==> config.mk <==
export PLATFORM = sky130hd
export DESIGN_NAME = apb_rr_master
export DESIGN_NICKNAME = d
export VERILOG_FILES = /design/src/rtl/apb_rr_master.sv
export SDC_FILE = /design/constraint.sdc
export NUM_CORES = 1
export LEC_CHECK = 0
export ABC_AREA = 1
export CORE_MARGIN = 1
export CORE_UTILIZATION = 44
export CTS_CLUSTER_SIZE = 24
export DETAILED_ROUTE_END_ITERATION = 8
export PLACE_DENSITY = 0.95
export RECOVER_POWER = 50
export SETUP_SLACK_MARGIN = 0.5
export SYNTH_ARGS = -nofsm -noshare
export SYNTH_HDL_FRONTEND = slang
export SYNTH_SLANG_ARGS = --single-unit
export TNS_END_PERCENT = 30
==> constraint.sdc <==
create_clock -name Pclk -period 9.8 [get_ports Pclk]
set_clock_uncertainty 0.05 [all_clocks]
set_input_delay 2.94 -clock Pclk [delete_from_list [all_inputs] [get_ports Pclk]]
set_output_delay 2.94 -clock Pclk [all_outputs]
set_load 0.01 [all_outputs]
==> src/rtl/apb_rr_master.sv <==
// Round-robin two-port APB master: SETUP/ACCESS sequencing with a wait-state timeout.
// One transfer at a time, 4 cycles minimum; ready only in IDLE; response is a one-cycle strobe.
module apb_rr_master #(
    parameter int ADDR_W  = 5,
    parameter int DATA_W  = 32,
    parameter int TIMEOUT = 15
) (
    input  logic              Pclk,
    input  logic              Prst,
    input  logic              req0_valid,
    input  logic              req0_write,
    input  logic [ADDR_W-1:0] req0_addr,
    input  logic [DATA_W-1:0] req0_wdata,
    output logic              req0_ready,
    input  logic              req1_valid,
    input  logic              req1_write,
    input  logic [ADDR_W-1:0] req1_addr,
    input  logic [DATA_W-1:0] req1_wdata,
    output logic              req1_ready,
    output logic              rsp0_valid,
    output logic [DATA_W-1:0] rsp0_rdata,
    output logic              rsp0_err,
    output logic              rsp1_valid,
    output logic [DATA_W-1:0] rsp1_rdata,
    output logic              rsp1_err,
    output logic [ADDR_W-1:0] Paddr,
    output logic [DATA_W-1:0] Pwdata,
    output logic              Pwrite,
    output logic              Pselx,
    output logic              Penable,
    input  logic [DATA_W-1:0] Prdata,
    input  logic              Pready,
    input  logic              Pslverr
);

    typedef enum logic [1:0] {
        S_IDLE   = 2'd0,
        S_SETUP  = 2'd1,
        S_ACCESS = 2'd2,
        S_RESP   = 2'd3
    } state_t;

    state_t              state;
    state_t              state_nxt;
    logic                last_grant;
    logic                gid;
    logic                lat_write;
    logic [ADDR_W-1:0]   lat_addr;
    logic [DATA_W-1:0]   lat_wdata;
    logic [7:0]          wait_cnt;
    logic [DATA_W-1:0]   rdata_q;
    logic                err_q;

    logic                grant_any;
    logic                grant_id;
    logic                timeout_hit;
    logic                active;

    // On a tie the port that did not win last time goes next.
    assign grant_any   = req0_valid | req1_valid;
    assign grant_id    = (req0_valid && req1_valid) ? ~last_grant : req1_valid;
    assign timeout_hit = !Pready && (wait_cnt == 8'(TIMEOUT - 1));
    assign active      = (state == S_SETUP) || (state == S_ACCESS);

    always_ff @(posedge Pclk or posedge Prst) begin
        if (Prst) begin
            state <= S_IDLE;
        end else begin
            state <= state_nxt;
        end
    end

    always_comb begin
        state_nxt = state;
        unique case (state)
            S_IDLE:   if (grant_any) state_nxt = S_SETUP;
            S_SETUP:  state_nxt = S_ACCESS;
            S_ACCESS: if (Pready || timeout_hit) state_nxt = S_RESP;
            S_RESP:   state_nxt = S_IDLE;
            default:  state_nxt = S_IDLE;
        endcase
    end

    always_ff @(posedge Pclk or posedge Prst) begin
        if (Prst) begin
            last_grant <= 1'b1;
            gid        <= 1'b0;
            lat_write  <= 1'b0;
            lat_addr   <= '0;
            lat_wdata  <= '0;
            wait_cnt   <= '0;
            rdata_q    <= '0;
            err_q      <= 1'b0;
        end else begin
            case (state)
                S_IDLE: begin
                    if (grant_any) begin
                        last_grant <= grant_id;
                        gid        <= grant_id;
                        lat_write  <= grant_id ? req1_write : req0_write;
                        lat_addr   <= grant_id ? req1_addr  : req0_addr;
                        lat_wdata  <= grant_id ? req1_wdata : req0_wdata;
                    end
                end
                S_SETUP: wait_cnt <= '0;
                S_ACCESS: begin
                    if (Pready) begin
                        err_q   <= Pslverr;
                        rdata_q <= (!lat_write && !Pslverr) ? Prdata : '0;
                    end else if (timeout_hit) begin
                        err_q   <= 1'b1;
                        rdata_q <= '0;
                    end else begin
                        wait_cnt <= wait_cnt + 8'd1;
                    end
                end
                default: ;
            endcase
        end
    end

    // Everything below is decoded from the state register so reset clears it without a clock.
    assign req0_ready = (state == S_IDLE) && grant_any && !grant_id;
    assign req1_ready = (state == S_IDLE) && grant_any &&  grant_id;

    assign Pselx   = active;
    assign Penable = (state == S_ACCESS);
    assign Paddr   = active ? lat_addr : '0;
    assign Pwrite  = active && lat_write;
    assign Pwdata  = (active && lat_write) ? lat_wdata : '0;

    assign rsp0_valid = (state == S_RESP) && !gid;
    assign rsp1_valid = (state == S_RESP) &&  gid;
    assign rsp0_rdata = rsp0_valid ? rdata_q : '0;
    assign rsp1_rdata = rsp1_valid ? rdata_q : '0;
    assign rsp0_err   = rsp0_valid && err_q;
    assign rsp1_err   = rsp1_valid && err_q;

endmodule

**Word-level counts from Yosys, hierarchy flattened**

Index checks and enable logic that the tools add are counted.

- Register bits: 83
- Latch bits: 0
- Memory bits (writable): 0
- Bits in read-only memories: 0
- Bits of input ports: 114
- Output and inout port bits: 110
- Memories kept: 0

- Add/subtract/negate cells: 1
- Multipliers: 0
- Divide/modulo/power cells: 0
- Magnitude comparators: 0
- Equality and inequality tests: 8
- Shifts and indexed selects: 0
- Muxes and demuxes: 19
- Bitwise operators: 2
- Reduce and logical (&&, ||, !) cells: 25

Operator list:

| cell | count |
|---|---|
| $mux W32 | 7 |
| $mux W8 | 2 |
| $pmux W8 S2 | 1 |
| $logic_and A1 B1 Y1 | 11 |
| $mux W5 | 2 |
| $add A8 B1 Y8 const B | 1 |
| $eq A8 B4 Y1 const B | 1 |
| $pmux W2 S4 | 1 |
| $ne A2 B2 Y1 const B | 3 |
| $reduce_and A2 Y1 | 3 |
| $logic_not A1 Y1 | 5 |
| $eq A2 B2 Y1 const B | 2 |
| $mux W1 | 4 |
| $mux W2 | 2 |
| $reduce_bool A2 Y1 | 2 |
| $reduce_and A3 Y1 | 1 |
| $eq A2 B1 Y1 const B | 1 |
| $logic_not A2 Y1 | 1 |
| $logic_or A1 B1 Y1 | 2 |
| $ne A2 B1 Y1 const B | 1 |
| $not A1 Y1 | 1 |
| $or A1 B1 Y1 | 1 |

**Longest topological paths before layout**

- Depth after elaboration: 5
- Mapped depth: 9

**Worst setup path after synthesis**

No wires, ideal clock.

- Kind: input to output
- Start point: input req1_valid
- End point: output req0_ready
- Data arrival time: 3.459 ns
- Slack: 3.351 ns
- Stages: 3
- Path buffers: 1
- Cell sequence: o21ai_2 nor2_2 buf_2

- Longest elaborated chain between the ends: 4

RTL lines:

| what | line | text |
|---|---|---|
| from (decl) | 15 | `input logic req1_valid,` |
| $logic_and A1 B1 Y1 | 61 | `assign grant_id = (req0_valid && req1_valid) ? ~last_grant : req1_valid;` |
| $mux W1 | 61 |  |
| $logic_not A1 Y1 | 123 | `assign req0_ready = (state == S_IDLE) && grant_any && !grant_id;` |
| $logic_and A1 B1 Y1 (*) | 123 |  |
| to (decl) | 14 | `output logic req0_ready,` |

Mark *: on every way between the ends. The rest lies on a longest branch, timed or not.

**Worst setup path after layout**

- Start point: input req0_valid
- End point: output req0_ready

- Longest elaborated chain between the ends: 4

RTL lines:

| what | line | text |
|---|---|---|
| from (decl) | 10 | `input logic req0_valid,` |
| $logic_and A1 B1 Y1 | 61 |  |
| $mux W1 | 61 |  |
| $logic_not A1 Y1 | 123 |  |
| $logic_and A1 B1 Y1 (*) | 123 |  |

Marks and branches as above.

==> flow_summary.toml <==
[status]
status = "finished, violations left"
violations = "max-capacitance violations, max-slew violations"

[drt]
finalWirelength_um = 12800
drtIter0Drc = 76
drtPass1Iterations = 4
vias = 4509
drcViolationCount = 0
viasPerCell = 4.88
wire_per_inst_um = 13.9
postRouteAntennaNets = 0

[timing]
finalSetupTns_ns = 0
drv_slew = 86
timing.fmax_mhz = 123
timing.hold.ws_ns = 0.439
maxSlewHeadroom_pct = -64.5
finalSetupViolCount = 0
min_period_over_period_pct = 82.7
worst_slew_pin_slew_ns = 2.47
timing.final.crit_period_ns = 8.10
finalHoldViolations = 0
rsz0062_at_grt = "false"

[global_routing]
antenna_found_initial = 0
grt_pass1_vias = 4269
grt_max_degree = 47
grt_pass1_wl_um = 19500
grt_usage_pct = 23.7
overflow = 0

[clock_network]
htree_levels = 3
cts-root-buf = "clkbuf_8"
ctsResizeCount = 0
cts_made_buffers = 9
postCtsSetupRepairBufs = 0
cts_buffer_depth = 2
postCtsHoldBufs = 0
clkTransAtPathRegs_ns = 0.08
clkSinkCount = 83
clk-insertion-delay-late_ns = 0.33
cts_tree = "built"

[worst_setup_path]
reg2reg_from = "state[0]"
critical_path_required_ns = 6.81
arrival_ns = 5.11
worstSetupPathType = "input port to output pin"
cpLargestDelayFamily = "buffers and inverters"
worst_path_largest_cell_delay_ns = 0.71
worst_setup_path_start_kind = "input port"
path_cells = "dlygate4sd3_1 -> o21ai_0 -> nor2_2 -> buf_4 -> clkdlybuf4s50_1"
path_max_fanout = 39
worst_setup_path_end_kind = "output pin"
cp_num_cells = 5
path_buf_inv = 3
reg2reg_slack_ns = 7.03
critPathSlowestCell = "o21ai_0"
reg2reg_to = "rdata_q[31]"
ff2ff_path_depth = 7

[place]
globalplace.congestion = 0.809
post-dp-hpwl_um = 9440
io_buffers = 223

[logic_synthesis]
synth_seq_cells = 83
yosysSeqAreaShare_pct = 46.1
synthTopCellsByArea = "dfrtp_1, nand2_1, nor2_1"
avgSynthCellArea_um2 = 7.78
yosys.area.top_type = "dfrtp_1"
ys_types = 30
synth_top_area_share_pct = 45.5
synth_area_um2 = 4510
syn_nets = 700
ys_warn_count = 0
synthCells = 580

[floorplanning]
die_h_um = 103
initial_core_util_pct = 45.7
fp-row-count = 36
die_area_um2 = 10700
core_um2 = 9860
pin_count = 224
die-width_um = 103

[min_path]
hold_path_class = "register to register"
hold_end = "last_grant"
holdPathStages = 2
hold_start = "last_grant"

[pwr]
power_density_nw_per_um2 = 234
vdd_ir_drop_max_uv = 145
p_leak_uw = 0.00294

[final_layout]
syn_to_final_growth_pct = 50.1
nets = 906
antenna-diode-count = 0
drive_gt1_share_pct = 3.92

[flow_run]
max-cap-violations = 2
-- synth_stat cells --
master,n
o211ai_1,23
buf_6,11
nand4_1,2
o21bai_2,1
clkbuf_1,10
dfstp_2,1
ha_1,6
nand2_2,1
a21oi_1,2
nand3_1,44
o21ai_0,3
o21ai_1,10
nor3_1,1
xnor2_1,1
o211ai_2,10
clkinv_4,1
nand2_4,1
dfrtp_1,82
nor2_1,113
nand2_1,132
o21bai_1,1
nor3b_4,1
a21oi_2,1
xor2_1,1
or2_2,1
inv_2,3
buf_2,10
inv_1,85
o21ai_2,21
nor2_2,1
-- worst reg2reg max path: cells and delay by family, from the launching register on --
family	cells	cell delay, ns
buf+inv	3	1.32
flops	1	0.40
compound gates	1	0.16
fa+ha+maj	1	0.36
simple gates	2	0.42
-- per-layer routing --
layer  vias to the layer above  wire, µm  global-route usage, %  part of all wire, %
met5                         -         0                      0                    0
met4                         0       278                   8.67                  2.2
met3                        22      1020                   5.91                  8.0
met2                       196      6300                   41.4                   49
met1                      2091      5200                   28.2                   41
li1                       2200         -                      -                    -
-- area by class of cell --
cell class	count	area, µm²
fillers	808	3090
repair buffers	226	2250
flip-flops and latches	83	2080
multi-input cells	377	1770
inverters	89	340
well taps	133	166
clock buffers	13	149
clock inverters	3	17.5
-- worst max-delay path by stage --
stage	startpoint	end	slack (ns)
final	req0_valid	req0_ready	1.70
after detailed placement	req1_valid	req1_ready	1.85
after floorplan	req1_valid	req0_ready	3.35
after global placement	req1_valid	req1_ready	1.92
after global routing	req0_valid	req0_ready	1.57
after CTS	req1_valid	req1_ready	1.84
-- report_power, final --
group / internal [µW] / switching, µW
sequential: 487 / 48.3
combinational: 353 / 484
clock: 98.8 / 117
total: 938 / 649
-- cells by family after synthesis --
family / count (synthesis) / share of synthesized area [%]
AO/OA/AOI/OAI: 72 / 13.0
XOR/XNOR: 2 / 0.388
adder cells (fa/ha/maj): 6 / 1.66
buffers and inverters: 120 / 12.2
flip-flops: 83 / 46.1
AND/OR/NAND/NOR: 297 / 26.7
-- layout by cell type (no fill, tap or decap) --
| cell type | n |
|---|---|
| clkdlybuf4s50_1 | 220 |
| nand2_1 | 134 |
| nor2_1 | 113 |
| inv_1 | 85 |
| dfrtp_1 | 82 |
| nand3_1 | 44 |
| o21ai_0 | 34 |
| o211ai_1 | 24 |
| clkbuf_8 | 10 |
| o211ai_2 | 9 |
| ha_1 | 6 |
| clkbuf_1 | 5 |
| dlygate4sd3_1 | 3 |
| inv_2 | 2 |
| o21bai_1 | 2 |
| nand4_1 | 2 |
| a21oi_1 | 2 |
| clkinv_2 | 2 |
| a21oi_2 | 1 |
| nor2_2 | 1 |
| clkinv_4 | 1 |
| nor3b_1 | 1 |
| clkinvlp_2 | 1 |
| or2_2 | 1 |
| nor3_1 | 1 |
| xnor2_1 | 1 |
| xor2_1 | 1 |
| clkinvlp_4 | 1 |
| dfstp_2 | 1 |
| buf_4 | 1 |
-- stage by stage --
stage	instances	area [µm²]	setup WS (ns)	utilization, %	power [µW]
floorplan	580	4510	3.35	-	1080
global placement	908	6720	1.92	68.2	1390
detailed placement	908	6720	1.85	68.2	1420
CTS	924	6890	1.84	69.8	1640
global route	924	6770	1.57	68.7	1720
finish	924	6770	1.70	68.7	1590
-- flip-flops by register name, indices dropped and copies added (netlist names) --
name / cells
err_q: 1
lat_wdata: 32
gid: 1
lat_addr: 5
last_grant: 1
state: 2
lat_write: 1
wait_cnt: 8
rdata_q: 32
(Power assumes the default switching activity.)
